File: src/rtl/sumador_pkg.sv
// Shared types and constants for the multi-cycle adder/subtractor.
package sumador_pkg;

    typedef enum logic [1:0] {
        IDLE  = 2'd0,
        SUMA  = 2'd1,
        LISTO = 2'd2
    } estado_t;

    localparam logic MODO_SUMA  = 1'b0;
    localparam logic MODO_RESTA = 1'b1;

endpackage

File: src/rtl/sumador_if.sv
// Operand and result handshakes of sumador_segmentado.
interface sumador_if #(
    parameter int unsigned WIDTH = 16
);
    logic             in_valid;
    logic             in_ready;
    logic             modo;
    logic [WIDTH-1:0] a;
    logic [WIDTH-1:0] b;
    logic             out_valid;
    logic             out_ready;
    logic [WIDTH-1:0] c;
    logic             cout;

    modport master (
        output in_valid, modo, a, b, out_ready,
        input  in_ready, out_valid, c, cout
    );

    modport slave (
        input  in_valid, modo, a, b, out_ready,
        output in_ready, out_valid, c, cout
    );
endinterface

File: src/rtl/sumador_bloque.sv
// Combinational CHUNK-bit adder slice with carry in/out.
module sumador_bloque #(
    parameter int unsigned CHUNK = 4
) (
    input  logic [CHUNK-1:0] x,
    input  logic [CHUNK-1:0] y,
    input  logic             cin,
    output logic [CHUNK-1:0] s,
    output logic             co
);
    assign {co, s} = (CHUNK+1)'(x) + (CHUNK+1)'(y) + (CHUNK+1)'(cin);
endmodule

File: src/rtl/sumador_segmentado.sv
// Multi-cycle WIDTH-bit adder/subtractor, CHUNK bits per enabled cycle.
// Define SUMADOR_SAT_EN to saturate the result instead of wrapping.
module sumador_segmentado
    import sumador_pkg::*;
#(
    parameter int unsigned WIDTH = 16,
    parameter int unsigned CHUNK = 4
) (
    input  logic     clk,
    input  logic     reset,
    input  logic     enb,
    sumador_if.slave bus
);
    localparam int unsigned NCHUNK = WIDTH / CHUNK;
    localparam int unsigned KW     = (NCHUNK > 1) ? $clog2(NCHUNK) : 1;

    estado_t          estado, estado_nx;
    logic [KW-1:0]    k, k_nx;
    logic             carry, carry_nx;
    logic             modo_q, modo_nx;
    logic [WIDTH-1:0] a_q, a_nx;
    logic [WIDTH-1:0] b_q, b_nx;
    logic [WIDTH-1:0] c_q, c_nx;
    logic             cout_q, cout_nx;
    logic             ov_q, ov_nx;

    logic [CHUNK-1:0] s_c;
    logic             co_c;

    // Operands shift right so the active chunk always sits in the low bits.
    sumador_bloque #(.CHUNK(CHUNK)) u_bloque (
        .x   (a_q[CHUNK-1:0]),
        .y   (b_q[CHUNK-1:0]),
        .cin (carry),
        .s   (s_c),
        .co  (co_c)
    );

    always_ff @(posedge clk) begin
        if (reset) begin
            estado <= IDLE;
            k      <= '0;
            carry  <= 1'b0;
            modo_q <= MODO_SUMA;
            a_q    <= '0;
            b_q    <= '0;
            c_q    <= '0;
            cout_q <= 1'b0;
            ov_q   <= 1'b0;
        end else begin
            estado <= estado_nx;
            k      <= k_nx;
            carry  <= carry_nx;
            modo_q <= modo_nx;
            a_q    <= a_nx;
            b_q    <= b_nx;
            c_q    <= c_nx;
            cout_q <= cout_nx;
            ov_q   <= ov_nx;
        end
    end

    always_comb begin
        estado_nx = estado;
        k_nx      = k;
        carry_nx  = carry;
        modo_nx   = modo_q;
        a_nx      = a_q;
        b_nx      = b_q;
        c_nx      = c_q;
        cout_nx   = cout_q;
        ov_nx     = ov_q;

        if (enb) begin
            case (estado)
                IDLE: begin
                    if (bus.in_valid) begin
                        estado_nx = SUMA;
                        a_nx      = bus.a;
                        // Subtract as a + ~b + 1: invert b here, seed carry with 1.
                        b_nx      = (bus.modo == MODO_RESTA) ? ~bus.b : bus.b;
                        modo_nx   = bus.modo;
                        carry_nx  = bus.modo;
                        k_nx      = '0;
                        c_nx      = '0;
                    end
                end
                SUMA: begin
                    for (int unsigned i = 0; i < NCHUNK; i++) begin
                        if (k == KW'(i)) c_nx[i*CHUNK +: CHUNK] = s_c;
                    end
                    a_nx     = a_q >> CHUNK;
                    b_nx     = b_q >> CHUNK;
                    carry_nx = co_c;
                    k_nx     = k + KW'(1);
                    if (k == KW'(NCHUNK - 1)) begin
                        estado_nx = LISTO;
                        ov_nx     = 1'b1;
                        cout_nx   = co_c;
                        k_nx      = '0;
`ifdef SUMADOR_SAT_EN
                        if (modo_q == MODO_SUMA && co_c) begin
                            c_nx = '1;
                        end else if (modo_q == MODO_RESTA && !co_c) begin
                            c_nx = '0;
                        end
`endif
                    end
                end
                LISTO: begin
                    if (bus.out_ready) begin
                        estado_nx = IDLE;
                        ov_nx     = 1'b0;
                    end
                end
                default: estado_nx = IDLE;
            endcase
        end
    end

    assign bus.in_ready  = (estado == IDLE) && !reset;
    assign bus.out_valid = ov_q;
    assign bus.c         = c_q;
    assign bus.cout      = cout_q;

endmodule

File: src/flat_wrapper.sv
// flat-port wrapper written by rule: the top's interface ports become plain ports
module sumador_segmentado_flat import sumador_pkg::*;
#(
    parameter int unsigned WIDTH = 16,
    parameter int unsigned CHUNK = 4
)
  (clk, reset, enb, bus_in_valid, bus_modo, bus_a, bus_b, bus_out_ready, bus_in_ready, bus_out_valid, bus_c, bus_cout);
  sumador_if #(.WIDTH(WIDTH)) bus_i ();
  input  logic clk;
  input  logic reset;
  input  logic enb;
  input wire logic [$bits(bus_i.in_valid)-1:0] bus_in_valid;
  input wire logic [$bits(bus_i.modo)-1:0] bus_modo;
  input wire logic [$bits(bus_i.a)-1:0] bus_a;
  input wire logic [$bits(bus_i.b)-1:0] bus_b;
  input wire logic [$bits(bus_i.out_ready)-1:0] bus_out_ready;
  output wire logic [$bits(bus_i.in_ready)-1:0] bus_in_ready;
  output wire logic [$bits(bus_i.out_valid)-1:0] bus_out_valid;
  output wire logic [$bits(bus_i.c)-1:0] bus_c;
  output wire logic [$bits(bus_i.cout)-1:0] bus_cout;
  assign bus_i.in_valid = bus_in_valid;
  assign bus_i.modo = bus_modo;
  assign bus_i.a = bus_a;
  assign bus_i.b = bus_b;
  assign bus_i.out_ready = bus_out_ready;
  assign bus_in_ready = bus_i.in_ready;
  assign bus_out_valid = bus_i.out_valid;
  assign bus_c = bus_i.c;
  assign bus_cout = bus_i.cout;
  sumador_segmentado #(.WIDTH(WIDTH), .CHUNK(CHUNK)) u_core (.clk(clk), .reset(reset), .enb(enb), .bus(bus_i));
endmodule
File: config.mk
export PLATFORM = sky130hd
export DESIGN_NAME = sumador_segmentado_flat
export DESIGN_NICKNAME = d
export VERILOG_FILES = /design/src/rtl/sumador_pkg.sv /design/src/rtl/sumador_if.sv /design/src/rtl/sumador_bloque.sv /design/src/rtl/sumador_segmentado.sv /design/src/flat_wrapper.sv
export SDC_FILE = /design/constraint.sdc
export NUM_CORES = 1
export LEC_CHECK = 0
export BUFFER_PORTS_ARGS = -buffer_cell sky130_fd_sc_hd__buf_2
export CAP_MARGIN = 20
export CELL_PAD_IN_SITES_DETAIL_PLACEMENT = 1
export CELL_PAD_IN_SITES_GLOBAL_PLACEMENT = 1
export CORE_AREA = 2 2 99 101
export CTS_BUF_LIST = sky130_fd_sc_hd__clkbuf_8
export CTS_CLUSTER_DIAMETER = 200
export DETAILED_ROUTE_END_ITERATION = 16
export DIE_AREA = 0 0 101 103
export GPL_TIMING_DRIVEN = 0
export PLACE_DENSITY = 0.71
export SETUP_SLACK_MARGIN = 0.15
export SYNTH_ARGS = -nofsm -noshare
export SYNTH_HDL_FRONTEND = slang
export SYNTH_SLANG_ARGS = --single-unit
File: constraint.sdc
create_clock -name clk -period 2.05 [get_ports clk]
set_input_delay 0.615 -clock clk [delete_from_list [all_inputs] [get_ports clk]]
set_output_delay 0.615 -clock clk [all_outputs]
set_load 0.05 [all_outputs]
==> metrics <==
leak pwr=0.00133 uW; detailed-route vias per instance=4.97; number of hold buffers added after cts=0; internal power=1600 uW; floorplan die width=101 um; clk_lat worst skew=310 ps; wire length of the first global-routing pass=12.5 mm; area fraction of the dominant cell type after synthesis=40.6%; clock network fraction of total power=29.8%; drt total wl=7.72 mm; status=finished, final reports clean; simple-gate area share of the yosys netlist=21.5%; Wirelength per Cell=15.5 um; RePlAce Congestion=0.784; portion of netlist area occupied by mux cells=3.69%; final setup violation count=0; count of mapped cells out of synthesis=322; sequential fraction of the synthesis area=40.6%; fin nets=430; worst setup path category=input pin to primary output; Final Hold Fails=0; Synth cell types=39; leading cell types by count after synthesis=59 x nand2_1, 55 x dfxtp_1, 33 x a21oi_1; Critical Path End Type=primary output; total of fill cells in the finished design=1,162; achievable frequency=0.543 GHz; Crit path arrival time=1230 ps; Crit Path Max Fanout=10; worst ir drop on vdd=304 uV; post-synthesis register bit count=55; minimum clock period=1840 ps; gr ovfl total=0; Antenna Diode Count=0; combinational family with the most area after synthesis=simple AND/OR/NAND/NOR gates; number of clock sinks=55; number of I/O pins=57; proportion of layout cells with a drive suffix above 1=24.5%; fraction of synthesized cell area in xor and xnor cells=5.49%; total number of placement rows=36; starting utilization of the core area=28.7%; most frequently used cell type in the post-synthesis netlist=nand2_1; Psw=648 uW; clock tree buffer depth=2; final period utilization=89.8%; Worst Hold Class=register to register; CTS Buf Count=5; area delta synth->final=20.7%; number of antenna violations at the first check in global routing=0; area enclosed by the die boundary=0.0104 mm2; cell area after synthesis=0.00271 mm2; vertical die dimension=103 um; Flop pwr share=51.4%; pins over their slew limit=0; clock tree from TritonCTS=yes; transition time of the tightest slew-check pin=666 ps; Critical Path Source Type=input pin; count of synthesis-stage warnings from yosys=0; hpwl dp=5.85 mm; post-CTS setup-driven buffer insertion count=0; post-synthesis async set-or-reset flop share=0%; share of total power consumed by net switching=28.8%; number of routed nets with antenna violations=0; post-synth net total=369; IO Port Bufs=55; H-Tree Depth=2; number of vias after detailed routing=2,476; power density over cell area=687 mW/mm2; largest area contributor in the netlist=dfxtp_1; max-cap check violation count=0; Slew headroom=55.4%; violation count after the first detailed-routing iteration=52; average size of a mapped cell=8.42 um2; Core Area=0.00946 mm2; footprint of the multi-input gates=0.00148 mm2; number of design rule violations left after detail routing=0; area fraction in compound gates after synthesis=18.4%; Total Power Consumption=2250 uW; vias in the first global route=2,530; clock transition at the register clock pins on the worst setup and hold paths after CTS=100 ps; cells taking the most area after synthesis=dfxtp_1 41%, nand2_1 8.2%, a21oi_1 6.1%, xnor2_1 5.5%, nor2_1 4.4%; number of optimization iterations in the first detailed-route pass=4; setup repair after global routing missed its margin=no; root buffer cell=clkbuf_8; sequential cell area=0.00110 mm2; synthesized-area fraction occupied by adder cells=4.70%; number of enable flip-flop cells after synthesis=0; WP data required=1430 ps; setup skew after layout=5.40 ps; worst hold slack=457 ps; GRT Resource Usage Total=15.3%; largest net degree at the start of global routing=20; dominant register cell in the synthesized netlist=dfxtp_1; Comb power frac=18.7%
==> power by group through the flow <==
| stage | clock, uW | combinational, uW | sequential [uW] |
|---|---|---|---|
| after global placement | 0 | 403 | 1180 |
| after detailed placement | 0 | 415 | 1180 |
| after floorplan | 0 | 273 | 1180 |
| final | 671 | 421 | 1160 |
| after CTS | 698 | 424 | 1160 |
| after global routing | 733 | 468 | 1160 |
==> cells in the final DEF, fill, tap and decap left out, drive strengths merged, types with 5 or more instances in the layout <==
cell    Yosys  layout
inv         5       5
dfxtp      55      55
a21o        5       5
o21ai       5       5
xnor2      17      17
buf        16      72
clkbuf      8      13
a21oi      34      34
a311oi     12      12
nand2b      7       7
nor2       33      33
nand3       6       6
o211ai     12      12
ha          7       7
mux2i      10      10
nand2      59      59
==> path summary, 6_finish.rpt <==
kind,from,end,slack [ps],cells past startpoint
worst max-delay path,reset,bus_in_ready,210,4
worst min-delay path,u_core.b_q[9]$_SDFFE_PP0P_,u_core.b_q[9]$_SDFFE_PP0P_,460,2
worst max register to register,u_core.b_q[0]$_SDFFE_PP0P_,u_core.carry$_SDFFE_PP0P_,260,6
worst min register to register,u_core.b_q[9]$_SDFFE_PP0P_,u_core.b_q[9]$_SDFFE_PP0P_,460,2
==> sequential cells by signal, summed over array words and instances (netlist names) <==
signal,cells
u_core.b_q,16
u_core.estado,2
u_core.bus.c,16
u_core.k,2
u_core.a_q,16
u_core.bus.out_valid,1
u_core.bus.cout,1
u_core.carry,1
==> per-layer routing <==
layer | GRT usage (%) | up-vias | wire length, um
met1 | 19.5 | 1174 | 3490
met2 | 27.2 | 61 | 3800
met4 | 3.53 | 0 | 76
met3 | 2.58 | 6 | 358
li1 | - | 1235 | -
met5 | 0 | - | 0
==> area by class of cell <==
cell class	instances	share of cell area, %
buffer	23	4.36
clock buffer	7	2.94
clock inverter	1	0.229
inverter	5	0.573
multi-input combinational	238	45.3
sequential	55	33.6
tap	114	4.36
timing repair buffer	55	8.60
==> metrics by stage <==
stage / setup TNS [ps] / cell area, um2 / instances / utilization, % / worst slack [ps]
after floorplan: 0 / 2720 / 322 / - / 191
after CTS: 0 / 3260 / 498 / 34.5 / 139
after detailed placement: -66.0 / 3140 / 491 / 33.2 / -66.0
final: 0 / 3270 / 498 / 34.6 / 208
after global placement: -63.0 / 3140 / 491 / 33.2 / -63.0
after global routing: 0 / 3270 / 498 / 34.6 / 154
==> critical path: stages <==
cell    delay (ps)
buf_2          150
buf_6          160
nor3_4         120
buf_6          180
==> kinds of logic (layout without fill, tap and decap cells) <==
kind of cell               count (synthesis)  after routing
muxes                                     10             10
and+or+nand+nor                          126            126
DFF                                       55             55
AOI/OAI and AO/OA                         76             76
adders and majority gates                  9              9
xor gates and xnor gates                  17             17
buffers and inverters                     29             91
==> what timing repair did <==
item                                    in CTS  in global routing
pin swaps                                    0                  0
cloned                                       0                  0
resized for setup                            8                  4
hold endpoints to repair                     0                  0
endpoints found under the setup margin       8                  7
Note: power is estimated with default switching activity, not from simulation.
